File: src/rtl/acc_pkg.sv
// acc_pkg
// Shared definitions for the accumulator/save-stack block.
//   op_t  : 4-bit opcode encoding driven on acc_stack.op
//   ACC_W : default accumulator and data bus width
package acc_pkg;

   localparam int ACC_W = 4;

   typedef enum logic [3:0] {
      OP_NOP    = 4'd0,
      OP_LOAD   = 4'd1,
      OP_CLEAR  = 4'd2,
      OP_INC    = 4'd3,
      OP_DEC    = 4'd4,
      OP_SHL    = 4'd5,
      OP_SHR    = 4'd6,
      OP_PUSH   = 4'd7,
      OP_POP    = 4'd8,
      OP_CLRERR = 4'd9
   } op_t;

endpackage

File: src/rtl/acc_stack_mem.sv
// acc_stack_mem
// DEPTH x WIDTH register array that holds saved accumulator values.
// Ports:
//   clk   : rising-edge clock
//   we    : write enable, writes wdata to entry waddr on the clock edge
//   waddr : write address
//   wdata : write data
//   raddr : read address
//   rdata : combinational read data at raddr
// The array has no reset; its contents are don't-care until written.
module acc_stack_mem #(
   parameter int WIDTH = 4,
   parameter int DEPTH = 4,
   parameter int AW    = (DEPTH > 1) ? $clog2(DEPTH) : 1
) (
   input  logic             clk,
   input  logic             we,
   input  logic [AW-1:0]    waddr,
   input  logic [WIDTH-1:0] wdata,
   input  logic [AW-1:0]    raddr,
   output logic [WIDTH-1:0] rdata
);

   logic [WIDTH-1:0] memArray [DEPTH];

   // Synchronous write port; the top never writes when the stack is full,
   // so waddr always addresses a real entry.
   always_ff @(posedge clk) begin
      if (we) begin
         memArray[waddr] <= wdata;
      end
   end

   // Combinational read so a POP can complete in the same cycle it is seen.
   assign rdata = memArray[raddr];

endmodule

File: src/rtl/acc_stack.sv
// acc_stack
// WIDTH-bit accumulator with a DEPTH-entry save stack. One opcode is
// applied per clock: load, clear, increment, decrement, shift left/right,
// push, pop and error clear.
// Ports:
//   clk      : rising-edge clock
//   reset    : synchronous active-high reset
//   data_in  : LOAD operand
//   op       : opcode (acc_pkg::op_t encoding, 10-15 behave as NOP)
//   data_out : registered accumulator
//   carry    : registered carry/borrow/shifted-out bit
//   zero     : data_out == 0
//   count    : registered stack occupancy
//   full     : count == DEPTH
//   empty    : count == 0
//   err      : sticky stack overflow/underflow flag
module acc_stack
   import acc_pkg::*;
#(
   parameter int WIDTH = ACC_W,
   parameter int DEPTH = 4
) (
   input  logic                       clk,
   input  logic                       reset,
   input  logic [WIDTH-1:0]           data_in,
   input  logic [3:0]                 op,
   output logic [WIDTH-1:0]           data_out,
   output logic                       carry,
   output logic                       zero,
   output logic [$clog2(DEPTH+1)-1:0] count,
   output logic                       full,
   output logic                       empty,
   output logic                       err
);

   localparam int CW = $clog2(DEPTH + 1);
   localparam int AW = (DEPTH > 1) ? $clog2(DEPTH) : 1;

   op_t              opCode;
   logic [WIDTH-1:0] acc;
   logic [WIDTH-1:0] accNext;
   logic             carryNext;
   logic [CW-1:0]    countNext;
   logic             errNext;
   logic [WIDTH:0]   incSum;
   logic             memWe;
   logic [AW-1:0]    memWaddr;
   logic [AW-1:0]    memRaddr;
   logic [WIDTH-1:0] memRdata;

   assign opCode   = op_t'(op);
   assign incSum   = {1'b0, acc} + {{WIDTH{1'b0}}, 1'b1};
   assign memWaddr = AW'(count);
   assign memRaddr = AW'(count - CW'(1));
   assign memWe    = (opCode == OP_PUSH) && !full;

   assign data_out = acc;
   assign zero     = (acc == '0);
   assign full     = (count == CW'(DEPTH));
   assign empty    = (count == '0);

   acc_stack_mem #(
      .WIDTH (WIDTH),
      .DEPTH (DEPTH),
      .AW    (AW)
   ) uMem (
      .clk   (clk),
      .we    (memWe),
      .waddr (memWaddr),
      .wdata (acc),
      .raddr (memRaddr),
      .rdata (memRdata)
   );

   // Opcode decode and datapath. Everything holds by default; illegal
   // push/pop only raise err and leave acc and count alone. Unlisted
   // encodings fall into the default branch and behave as NOP.
   always_comb begin
      accNext   = acc;
      carryNext = carry;
      countNext = count;
      errNext   = err;
      case (opCode)
         OP_LOAD: begin
            accNext = data_in;
         end
         OP_CLEAR: begin
            accNext   = '0;
            carryNext = 1'b0;
         end
         OP_INC: begin
            {carryNext, accNext} = incSum;
         end
         OP_DEC: begin
            accNext   = acc - WIDTH'(1);
            carryNext = (acc == '0);
         end
         OP_SHL: begin
            carryNext = acc[WIDTH-1];
            accNext   = {acc[WIDTH-2:0], 1'b0};
         end
         OP_SHR: begin
            carryNext = acc[0];
            accNext   = {1'b0, acc[WIDTH-1:1]};
         end
         OP_PUSH: begin
            if (full) begin
               errNext = 1'b1;
            end else begin
               countNext = count + CW'(1);
            end
         end
         OP_POP: begin
            if (empty) begin
               errNext = 1'b1;
            end else begin
               accNext   = memRdata;
               countNext = count - CW'(1);
            end
         end
         OP_CLRERR: begin
            errNext = 1'b0;
         end
         default: begin
         end
      endcase
   end

   // State register; reset wins over whatever op is presented that cycle.
   always_ff @(posedge clk) begin
      if (reset) begin
         acc   <= '0;
         carry <= 1'b0;
         count <= '0;
         err   <= 1'b0;
      end else begin
         acc   <= accNext;
         carry <= carryNext;
         count <= countNext;
         err   <= errNext;
      end
   end

endmodule
File: config.mk
export PLATFORM = sky130hd
export DESIGN_NAME = acc_stack
export DESIGN_NICKNAME = d
export VERILOG_FILES = /design/src/rtl/acc_pkg.sv /design/src/rtl/acc_stack_mem.sv /design/src/rtl/acc_stack.sv
export SDC_FILE = /design/constraint.sdc
export NUM_CORES = 1
export LEC_CHECK = 0
export BUFFER_PORTS_ARGS = -buffer_cell sky130_fd_sc_hd__buf_2
export CORE_ASPECT_RATIO = 0.6
export CORE_MARGIN = 2
export CORE_UTILIZATION = 51
export DETAILED_ROUTE_END_ITERATION = 7
export GPL_TIMING_DRIVEN = 0
export HOLD_SLACK_MARGIN = 0.1
export PLACE_DENSITY = 0.79
export SLEW_MARGIN = 10
export SYNTH_ARGS = -nofsm -noshare
export SYNTH_HDL_FRONTEND = slang
export SYNTH_SLANG_ARGS = --single-unit
File: constraint.sdc
create_clock -name clk -period 1.85 [get_ports clk]
set_input_delay 0.0925 -clock clk [delete_from_list [all_inputs] [get_ports clk]]
set_output_delay 0.0925 -clock clk [all_outputs]
set_load 0.02 [all_outputs]
==> results.cfg <==
[placed_design]
port_buffers = 21
dp_hpwl_mm = 2.807
placed_cell_area_sq_um = 1729
dp_slack_ns = -0.1757
gp_congestion = 0.9030

[clock_tree]
ctsLongestPathBuffers = 2
cts_max_level = 1
cts_buffers = 3
cts_tree = built
clk_latency_ns = 0.27
root_buffer = clkbuf_8
clkTransAtPathRegs_ns = 0.08
clock-sinks = 25

[critical_path]
crit_fanout = 5
crit_path_start_kind = flop
arrival_ns = 2.03
path_class = flop to flop
crit_required_ns = 2.07
worst_setup_path_end_kind = flop
rrSetupSlack_ns = 0.04

[logic_synthesis]
synth_xor_area_share_pct = 2.269
synth_edf_count = 16
synth-compound-area-share_pct = 15.80
syn-num-nets = 163
yosysWarnings = 0
synthesis.area_sq_um = 1544
synth-seq-area-share_pct = 42.79
yosys.cell_types.count = 51
synth_top_family_by_area = simple AND/OR/NAND/NOR gates
syn_area_per_cell_sq_um = 10.65
synthAdderAreaFrac_pct = 6.483
synthArstFlopShare_pct = 0
synth-simple-area-share_pct = 21.23
synth-main-ff-cell = edfxtp_1
synth_cells = 145
ys_ff_latch = 25
muxShareOfSynthArea_pct = 6.483

[die]
core_sq_um = 2872
die_height_um = 46.62
ios = 22
row_count = 15
dieArea_sq_um = 3498
initial_core_util_pct = 53.77
die_width_um = 75.04

[sta]
fin_tns_setup_ns = 0
drv_slew = 0
setup_ws_ns = 0.03741
max_freq_mhz = 551.7
finalHoldViolCount = 0
skew_ns = 0.004012
fin_hold_ws_ns = 0.1276
period_minus_slack_ns = 1.813
setup_viol = 0
worst_slew_pin_slew_ns = 0.4699
period_share_pct = 97.98
maxSlewHeadroom_pct = 68.68

[min_path]
hold_class = primary input to flop

[pwr]
ir_worst_vdd_v = 0.0003237
p_leak_nw = 0.7047
p_per_area_nw_per_um2 = 674.5

[routing]
drt_pass1_iterations = 4
vias = 1272
drc = 0
drt_iter0_markers = 141
routed_wl_mm = 3.860
antenna_left = 0
wl_per_cell_um = 17.63
viasPerCell = 5.808

[final_layout]
area_growth_pct = 20.34
fin_nets = 196
final_util_pct = 64.71
antenna_cells = 0
drive_gt1_share_pct = 35.03
fin_area_sq_um = 1858

[flow_run]
drv_cap = 0

[grt]
grt_max_degree = 14
grt_pass1_vias = 1175
grt_usage_pct = 24.49
antenna_found_initial = 0
gr-total-overflow = 0
grt_pass1_wl_mm = 5.913

[outcome]
status = finished clean
## final cells by class
cell class                      instances  area, sq um
Buffer                                  6        46.29
Clock buffer                            4        45.04
Fill cell                             248         1013
Inverter                                6        25.02
Multi-Input combinational cell        107        844.6
Sequential cell                        25        670.6
Tap cell                               42        52.55
Timing Repair Buffer                   29        173.9
## path summary, 6_finish.rpt
kind                                             from                       end  cells past startpoint
worst max-delay path            count[0]$_SDFFE_PP0P_  data_out[2]$_SDFFE_PP0P_                      9
worst min-delay path                       data_in[3]  data_out[3]$_SDFFE_PP0P_                      3
worst max register to register  count[0]$_SDFFE_PP0P_  data_out[2]$_SDFFE_PP0P_                      9
worst min register to register     carry$_SDFFE_PP0P_        carry$_SDFFE_PP0P_                      2
## repair_timing
action / CTS / global route
resized for setup: 3 / 8
endpoints found under the setup margin: 21 / 22
pin swaps: 1 / 3
hold endpoints to repair: 2 / 0
hold buffers: 2 / 0
buffers inserted: 1 / 5
## state kept, by name, indices dropped and copies added, names as in the netlist
| signal | cells |
|---|---|
| count | 3 |
| carry | 1 |
| err | 1 |
| data_out | 4 |
| uMem.memArray | 16 |
## Yosys cell counts (5+ instances only)
cell type   n  share of area, %
dfxtp_1     9                12
edfxtp_1   16                31
ha_1        8               6.5
inv_1       6               1.5
nand2_1    12               2.9
nor2_1     15               3.6
o21ai_0     5               1.6
## power by group
group          switching [W]  internal, W  leakage (nW)
clock               0.000175     0.000154        0.0228
combinational       0.000156     0.000129         0.457
sequential         0.0000290     0.000610         0.225
total               0.000360     0.000894         0.705
## cells in the final DEF, fill, tap and decap left out, types with 3 or more instances in the layout
master,Yosys,routed
buf_2,1,22
edfxtp_1,16,16
nor2_1,15,15
nand2_1,12,12
buf_4,2,6
ha_1,8,6
o21ai_0,5,5
dfxtp_1,9,5
inv_1,6,4
nand2b_1,4,4
and2_1,4,4
mux4_2,4,4
a31oi_1,4,4
o21ai_1,4,4
xnor2_1,4,4
buf_6,2,3
a21oi_1,3,3
nor3_1,4,3
clkbuf_8,0,3
## critical path: stages (launching register included)
cell	delay, ns
dfxtp_4	0.38
inv_4	0.05
ha_4	0.17
ha_4	0.16
or2_4	0.24
o32ai_4	0.21
buf_4	0.18
nor2_1	0.03
a31oi_1	0.16
o211a_1	0.17
## through the flow
stage | power [W] | cells
global route | 0.001306 | 219
global placement | 0.0008960 | 208
detailed placement | 0.0009094 | 208
CTS | 0.001234 | 214
finish | 0.001253 | 219
floorplan | 0.0008296 | 145
## cell families (layout without fill, tap and decap cells)
kind of cell,Yosys count,in the layout
mux,5,5
compound gates,32,32
xor+xnor,4,4
buf+inv,13,45
flops,25,25
simple gates,58,58
fa+ha+maj,8,8
## metal layers
metal	share of wire, %	global-route usage, %
met5	0	0
met4	1.3	6.071
met3	9.1	7.877
met2	45	38.77
met1	44	32.84
Note: power is estimated with default switching activity, not from simulation.
